$ cat config.mk
export PLATFORM = sky130hd
export DESIGN_NAME = uart_rx_byte
export DESIGN_NICKNAME = d
export VERILOG_FILES = /design/src/rtl/uart_pkg.sv /design/src/rtl/sync_2ff.sv /design/src/rtl/uart_rx_byte.sv
export SDC_FILE = /design/constraint.sdc
export NUM_CORES = 1
export LEC_CHECK = 0
export BUFFER_PORTS_ARGS = -buffer_cell sky130_fd_sc_hd__buf_4
export CAP_MARGIN = 30
export CORE_MARGIN = 8
export CORE_UTILIZATION = 25
export CTS_BUF_LIST = sky130_fd_sc_hd__clkbuf_8 sky130_fd_sc_hd__clkbuf_16
export CTS_CLUSTER_SIZE = 16
export DETAILED_ROUTE_END_ITERATION = 10
export PLACE_DENSITY_LB_ADDON = 0.08
export SYNTH_ARGS = -nofsm -noshare
export SYNTH_HDL_FRONTEND = slang
export SYNTH_SLANG_ARGS = --single-unit
$ cat constraint.sdc
create_clock -name clk -period 2.5 [get_ports clk]
set_input_delay 0.5 -clock clk [delete_from_list [all_inputs] [get_ports clk]]
set_output_delay 0.5 -clock clk [all_outputs]
set_load 0.02 [all_outputs]
$ cat src/rtl/uart_pkg.sv
// Shared types and constants for the UART byte receiver.
package uart_pkg;

    typedef enum logic [1:0] {
        IDLE  = 2'd0,
        START = 2'd1,
        DATA  = 2'd2,
        STOP  = 2'd3
    } rx_state_t;

    localparam int UART_DATA_W = 8;

endpackage

$ cat src/rtl/sync_2ff.sv
// Two-flop synchronizer for a single asynchronous input bit.
module sync_2ff #(
    parameter logic RST_VAL = 1'b1
) (
    input  logic clk,
    input  logic rst,
    input  logic d,
    output logic q
);

    logic meta_r;

    // Capture the asynchronous input and re-time it through a second flop.
    always_ff @(posedge clk) begin
        if (rst) begin
            meta_r <= RST_VAL;
            q      <= RST_VAL;
        end else begin
            meta_r <= d;
            q      <= meta_r;
        end
    end

endmodule

$ cat src/rtl/uart_rx_byte.sv
// 8N1 UART receiver: recovers bytes LSB first and strobes data_valid or frame_err once per frame.
module uart_rx_byte
    import uart_pkg::*;
#(
    parameter int CLKS_PER_BIT = 868,
    parameter int DATA_W       = UART_DATA_W
) (
    input  logic              clk,
    input  logic              rst,
    input  logic              rx,
    output logic [DATA_W-1:0] data_out,
    output logic              data_valid,
    output logic              frame_err,
    output logic              busy
);

    localparam int CNT_W = $clog2(CLKS_PER_BIT);
    localparam int IDX_W = $clog2(DATA_W);

    localparam logic [CNT_W-1:0] CNT_LAST = CNT_W'(CLKS_PER_BIT - 1);
    localparam logic [CNT_W-1:0] CNT_HALF = CNT_W'(CLKS_PER_BIT / 2 - 1);
    localparam logic [IDX_W-1:0] IDX_LAST = IDX_W'(DATA_W - 1);
    localparam logic [CNT_W-1:0] CNT_ONE  = CNT_W'(1);
    localparam logic [IDX_W-1:0] IDX_ONE  = IDX_W'(1);

    logic              rx_s;
    rx_state_t         state_r;
    rx_state_t         state_nxt_s;
    logic [CNT_W-1:0]  cnt_r;
    logic [CNT_W-1:0]  cnt_nxt_s;
    logic [IDX_W-1:0]  bit_idx_r;
    logic [IDX_W-1:0]  bit_idx_nxt_s;
    logic [DATA_W-1:0] shift_r;
    logic [DATA_W-1:0] shift_nxt_s;
    logic [DATA_W-1:0] data_nxt_s;
    logic              valid_nxt_s;
    logic              ferr_nxt_s;

    sync_2ff #(
        .RST_VAL (1'b1)
    ) u_rx_sync (
        .clk (clk),
        .rst (rst),
        .d   (rx),
        .q   (rx_s)
    );

    // Next-state, counter, shifter and strobe decode for the frame FSM.
    always_comb begin
        state_nxt_s   = state_r;
        cnt_nxt_s     = cnt_r;
        bit_idx_nxt_s = bit_idx_r;
        shift_nxt_s   = shift_r;
        data_nxt_s    = data_out;
        valid_nxt_s   = 1'b0;
        ferr_nxt_s    = 1'b0;

        case (state_r)
            IDLE: begin
                cnt_nxt_s = '0;
                if (!rx_s) begin
                    state_nxt_s = START;
                end else begin
                    state_nxt_s = IDLE;
                end
            end

            // A start bit that is high again at its centre is treated as a glitch.
            START: begin
                if (cnt_r == CNT_HALF) begin
                    cnt_nxt_s     = '0;
                    bit_idx_nxt_s = '0;
                    if (!rx_s) begin
                        state_nxt_s = DATA;
                    end else begin
                        state_nxt_s = IDLE;
                    end
                end else begin
                    cnt_nxt_s = cnt_r + CNT_ONE;
                end
            end

            DATA: begin
                if (cnt_r == CNT_LAST) begin
                    cnt_nxt_s     = '0;
                    shift_nxt_s   = {rx_s, shift_r[DATA_W-1:1]};
                    bit_idx_nxt_s = bit_idx_r + IDX_ONE;
                    if (bit_idx_r == IDX_LAST) begin
                        state_nxt_s = STOP;
                    end else begin
                        state_nxt_s = DATA;
                    end
                end else begin
                    cnt_nxt_s = cnt_r + CNT_ONE;
                end
            end

            // Returning to IDLE at the stop-bit centre leaves half a bit to catch a back-to-back start.
            STOP: begin
                if (cnt_r == CNT_LAST) begin
                    cnt_nxt_s   = '0;
                    state_nxt_s = IDLE;
                    if (rx_s) begin
                        data_nxt_s  = shift_r;
                        valid_nxt_s = 1'b1;
                    end else begin
                        ferr_nxt_s = 1'b1;
                    end
                end else begin
                    cnt_nxt_s = cnt_r + CNT_ONE;
                end
            end

            default: begin
                state_nxt_s = IDLE;
                cnt_nxt_s   = '0;
            end
        endcase
    end

    // State, datapath and registered output update.
    always_ff @(posedge clk) begin
        if (rst) begin
            state_r    <= IDLE;
            cnt_r      <= '0;
            bit_idx_r  <= '0;
            shift_r    <= '0;
            data_out   <= '0;
            data_valid <= 1'b0;
            frame_err  <= 1'b0;
            busy       <= 1'b0;
        end else begin
            state_r    <= state_nxt_s;
            cnt_r      <= cnt_nxt_s;
            bit_idx_r  <= bit_idx_nxt_s;
            shift_r    <= shift_nxt_s;
            data_out   <= data_nxt_s;
            data_valid <= valid_nxt_s;
            frame_err  <= ferr_nxt_s;
            busy       <= (state_nxt_s != IDLE);
        end
    end

endmodule

==> impl_metrics.toml, run 1 <==
[detailed_routing]
postRouteAntennaNets = 0
vias_per_cell = 4.72
vias = 1161
routedWlPerCell_um = 13.3
totalWireLength_um = 3260
dr.pass1.iters = 4
drc = 0
dr.first_iter.drc_count = 44

[global_routing]
antenna_found_initial = 0
grt_overflow = 0
grt_pass1_vias = 1181
grt_start_max_net_pins = 20
grt_pass1_wl_um = 5600
track_usage = 0.0803

[clock_network]
cts_sinks = 36
h-tree-depth = 2
cts_tree = "yes"
cts_buffers = 5
post_cts_resized = 0
cts_root_buffer = "clkbuf_8"
clkLatencyLatePin_ps = 290
clk_pin_slew_ps = 70
holdBufCountCts = 0
cts_setup_buffers = 0
clockBufferDepth = 2

[sta]
fmax_ghz = 0.516
grt_setup_unrepaired = "no"
fin_crit_ps = 1940
finalSetupTns_ps = 0
worst_slack_ps = 563
fin_crit_sh = 0.775
hold_viol = 0
slew_violations = 0
setup_viol = 0
tightest_slew_ps = 625
skew_ps = 4.99
slew_headroom = 0.582

[critical_path]
worstSetupPathType = "flip-flop to flip-flop"
setup.reg_to_reg.worst_slack_ps = 560
crit_path_max_fanout = 17
end_kind = "flip-flop"
cp.required_ps = 2660
worst_setup_path_start_kind = "flip-flop"
crit_arrival_ps = 2090

[synthesis]
synth_cell_types = 39
avgSynthCellArea_um2 = 9.71
yosys-top-cells-area = "dfxtp_1 (47%), mux2i_1 (4.6%), nand2_1 (3.9%)"
synth.yosys.seq_area_share = 0.470
synth_common_cells = "dfxtp_1 (36), nand2_1 (16), nor2_1 (14)"
synth_edf_count = 0
synth_nets = 165
ys_seq_elements = 36
syn_area_mm2 = 0.00153
yosysMostFrequentCell = "dfxtp_1"
synth_area_leader_cell = "dfxtp_1"
synth-main-ff-cell = "dfxtp_1"
ys_warn_count = 0
synth_top_area_frac = 0.470
postSynthCellCount = 158
postSynth.asyncResetShare = 0

[die]
die_w_um = 94.3
core_mm2 = 0.00592
pin_count = 14
rows = 28
fp.dieArea_mm2 = 0.00890
initial_core_util = 0.259
die_y_um = 94.3

[power]
pwr-share-comb = 0.049
switching_power_mw = 0.260
p_clk_frac = 0.436
sw_frac_of_total = 0.224
p_per_area_mw_per_mm2 = 647
leakage_nw = 0.604
p_seq_frac = 0.514
p_int_mw = 0.899
ir_drop_v = 0.000227

[place]
io_buffer_count = 13
preCtsSetupSlack_ps = 515
gp_congestion = 0.730
dpl.hpwl_um = 2250

[final_layout]
area_delta_synth_final_pct = 16.7
drive_above_1_share = 0.181
n_antenna_cell = 0
multi_input_area_um2 = 748
n_fill_cell = 622
register_area_um2 = 721
nets = 177

[flow_run]
cap_violations = 0

[hold_path]
hp-class = "input port to flip-flop"

[run_status]
outcome = "complete, no violations"
-- state kept, by name (all words and copies together), names as in the netlist --
register,flops
u_rx_sync.q,1
frame_err,1
data_out,8
data_valid,1
shift_r,8
bit_idx_r,3
busy,1
cnt_r,10
state_r,2
u_rx_sync.meta_r,1
-- layout make-up --
cell class | count | area share
Timing Repair Buffer | 13 | 0.0545
Inverter | 5 | 0.0105
Multi-Input combinational cell | 109 | 0.418
Clock inverter | 3 | 0.0238
Clock buffer | 5 | 0.0384
Sequential cell | 36 | 0.403
Tap cell | 75 | 0.0524
-- power groups by stage --
stage,sequential [mW],combinational (mW),clock (mW)
after floorplan,0.603,0.0476,0
after global placement,0.609,0.0571,0
after detailed placement,0.609,0.0577,0
after CTS,0.596,0.0577,0.535
after global routing,0.598,0.0644,0.561
final,0.596,0.0572,0.506
-- path summary, 6_finish.rpt --
path / from / to / cells past startpoint
hold reg to reg: u_rx_sync.meta_r / u_rx_sync.q / 1
setup / recovery: cnt_r[0] / cnt_r[7] / 5
hold / removal: rx / u_rx_sync.meta_r / 2
setup reg to reg: cnt_r[0] / cnt_r[7] / 5
-- placed cells by master (no fill, tap or decap), drive strengths merged --
cell type | netlist | final
o32ai | 2 | 2
a311oi | 1 | 1
xnor2 | 4 | 4
nor4b | 1 | 1
bufinv | 0 | 1
a31oi | 3 | 3
nand3 | 6 | 6
o211ai | 8 | 8
a221o | 1 | 1
buf | 6 | 13
a32oi | 1 | 1
nor3 | 2 | 2
o31ai | 8 | 8
nor4 | 4 | 4
clkinvlp | 0 | 1
mux2i | 7 | 7
a211oi | 1 | 1
and4b | 1 | 1
nor2b | 4 | 4
nor2 | 14 | 14
inv | 5 | 5
ha | 4 | 4
and4 | 3 | 3
xor2 | 3 | 3
o21ai | 3 | 3
o2bb2ai | 1 | 1
a21oi | 2 | 2
or2 | 2 | 2
clkinv | 0 | 1
dfxtp | 36 | 36
nand2b | 1 | 1
and3 | 2 | 2
a31o | 1 | 1
clkbuf | 2 | 5
nand4 | 3 | 3
nand2 | 16 | 16
-- metrics by stage --
stage	hold WS (ps)	area, um2	cells	power, mW	util
CTS	381	1790	246	1.19	0.302
global route	382	1790	246	1.22	0.302
global placement	397	1680	238	0.666	0.284
floorplan	389	1530	158	0.651	-
finish	394	1790	246	1.16	0.302
detailed placement	398	1680	238	0.667	0.284
-- kinds of logic after synthesis --
kind of cell	count (synthesis)	share of synthesized area
XOR/XNOR	7	0.0400
adder cells (fa/ha/maj)	4	0.0326
flip-flops	36	0.470
AO/OA/AOI/OAI	32	0.157
AND/OR/NAND/NOR	59	0.212
buffers and inverters	13	0.0424
multiplexers	7	0.0457
-- metal layers --
layer | track usage | part of all wire
met2 | 0.127 | 0.46
met1 | 0.0935 | 0.49
met3 | 0.0310 | 0.037
met4 | 0.0383 | 0.011
met5 | 0 | 0
-- worst max-delay path, stage by stage, from the launching register on --
cell     delay (ps)
dfxtp_1         400
ha_1            230
and4b_4         270
nand3_2         290
a32oi_2         510
nor2_1          110
Power figures use the tool's default switching activity.
==> run 2, diff against run 1 <==
clock period = 2 ns   (was 2.5 ns; I/O delays follow)
==> impl_metrics.toml, run 2 (same netlist as run 1, synthesis figures left out) <==
[run_status]
outcome = "complete, no violations"

[hold_path]
hp-class = "input port to flip-flop"

[final_layout]
layoutNonFillerInstCount = 249
nets = 180
drive_above_1_share = 0.195
regMostFlops = "cnt_r"
top_regs = "cnt_r (10), data_out (8), shift_r (8)"
layout_commonest_cell = "dfxtp_1"
layout_common_cells = "dfxtp_1 (36), nand2_1 (16), buf_4 (16)"
n_antenna_cell = 0
area_delta_synth_final_pct = 18.4
finalInstanceArea_mm2 = 0.00182
post-route-util = 0.307
largest_register_ffs = 10
n_fill_cell = 631

[power]
ir_drop_v = 0.000326
switching_power_mw = 0.340
p_int_mw = 1.13
p_seq_frac = 0.507
leakage_nw = 0.618
pwr-share-comb = 0.049
p_per_area_mw_per_mm2 = 809
sw_frac_of_total = 0.231
power_mw = 1.47
p_clk_frac = 0.444

[place]
gp_congestion = 0.785
dp.cells = 241
dpl_cell_area_mm2 = 0.00170
dpl.hpwl_um = 2330
preCtsSetupSlack_ps = 309
io_buffer_count = 13

[critical_path]
end_kind = "flip-flop"
cp.buffers_inverters = 0
cp_slowest_stage_delay_ps = 350
critPathTopFamily = "compound AO/OA/AOI/OAI gates"
cp_cell_sequence = "ha_1 > and4b_4 > and3_1 > a31o_1 > a221o_1"
crit_slowest_cell = "dfxtp_1"
cp.required_ps = 2180
worst_setup_path_start_kind = "flip-flop"
crit_path_max_fanout = 8
worstSetupPathType = "flip-flop to flip-flop"
crit_arrival_ps = 1890

[global_routing]
grt_pass1_wl_um = 5700
grt_start_max_net_pins = 20
track_usage = 0.0829
grt_pass1_vias = 1189
grt_overflow = 0
antenna_found_initial = 0

[die]
die_y_um = 94.3
pin_count = 14
core_mm2 = 0.00592
initial_core_util = 0.259
rows = 28
die_w_um = 94.3
fp.dieArea_mm2 = 0.00890

[detailed_routing]
vias = 1184
postRouteAntennaNets = 0
vias_per_cell = 4.76
dr.pass1.iters = 4
routed.top_layer = "met4"
dr.first_iter.drc_count = 41
drc = 0
wl_met3_um = 100
wl_met1_um = 1630
totalWireLength_um = 3350
routedWlPerCell_um = 13.5
route.met2.wl_um = 1550

[flow_run]
cap_violations = 0

[sta]
fin_crit_sh = 0.856
tightest_slew_ps = 482
grt_setup_unrepaired = "no"
slew_violations = 0
skew_ps = 10.6
slew_headroom = 0.679
setup_viol = 0
hold_viol = 0
finalSetupTns_ps = 0
worst_slack_ps = 289
fmax_ghz = 0.584
hold_slack_ps = 294
fin_crit_ps = 1710

[clock_network]
h-tree-depth = 2
cts_sinks = 36
post_cts_resized = 0
cts_buffers = 5
cts_setup_buffers = 0
clk_pin_slew_ps = 70
clkLatencyLatePin_ps = 290
cts_tree = "yes"
clockBufferDepth = 2
holdBufCountCts = 0
cts_root_buffer = "clkbuf_8"
-- run 2: cell types whose count changed in the layout (fill, tap and decap cells not counted), sizes merged --
| cell | delta |
|---|---|
| inv | +1 |
| buf | +3 |
| clkinv | -1 |
-- run 2: final cells by class --
cell class	instances	area (um2)	area share
clock inverter	3	46.3	0.0255
clock buffer	5	68.8	0.0379
tap	75	93.8	0.0517
multi-input combinational	109	748	0.412
inverter	5	18.8	0.0103
timing repair buffer	16	120	0.0661
sequential	36	721	0.397
-- run 2: worst paths after layout --
check / from / end / slack, ps / cells after the start
max: cnt_r[0] / state_r[0] / 290 / 5
min: rx / u_rx_sync.meta_r / 290 / 2
max reg2reg: cnt_r[0] / state_r[0] / 290 / 5
min reg2reg: u_rx_sync.meta_r / u_rx_sync.q / 420 / 1
-- run 2: worst register-to-register path, delay by kind of cell (launching register included) --
family                   cells  cell delay [ps]
AND/OR/NAND/NOR              2              490
flip-flops                   1              350
adder cells (fa/ha/maj)      1              250
AO/OA/AOI/OAI                2              520
-- run 2: metal layers --
layer | vias to the layer above | track usage
met5 | - | 0
met4 | 0 | 0.0436
met3 | 7 | 0.0294
met2 | 15 | 0.133
met1 | 558 | 0.0953
li1 | 604 | -
-- run 2: power by group through the flow --
stage	registers, mW	clock network [mW]	logic [mW]
detailed placement	0.763	0	0.0725
finish	0.746	0.653	0.0719
CTS	0.746	0.681	0.0727
floorplan	0.754	0	0.0595
global route	0.748	0.718	0.0780
global placement	0.761	0	0.0708
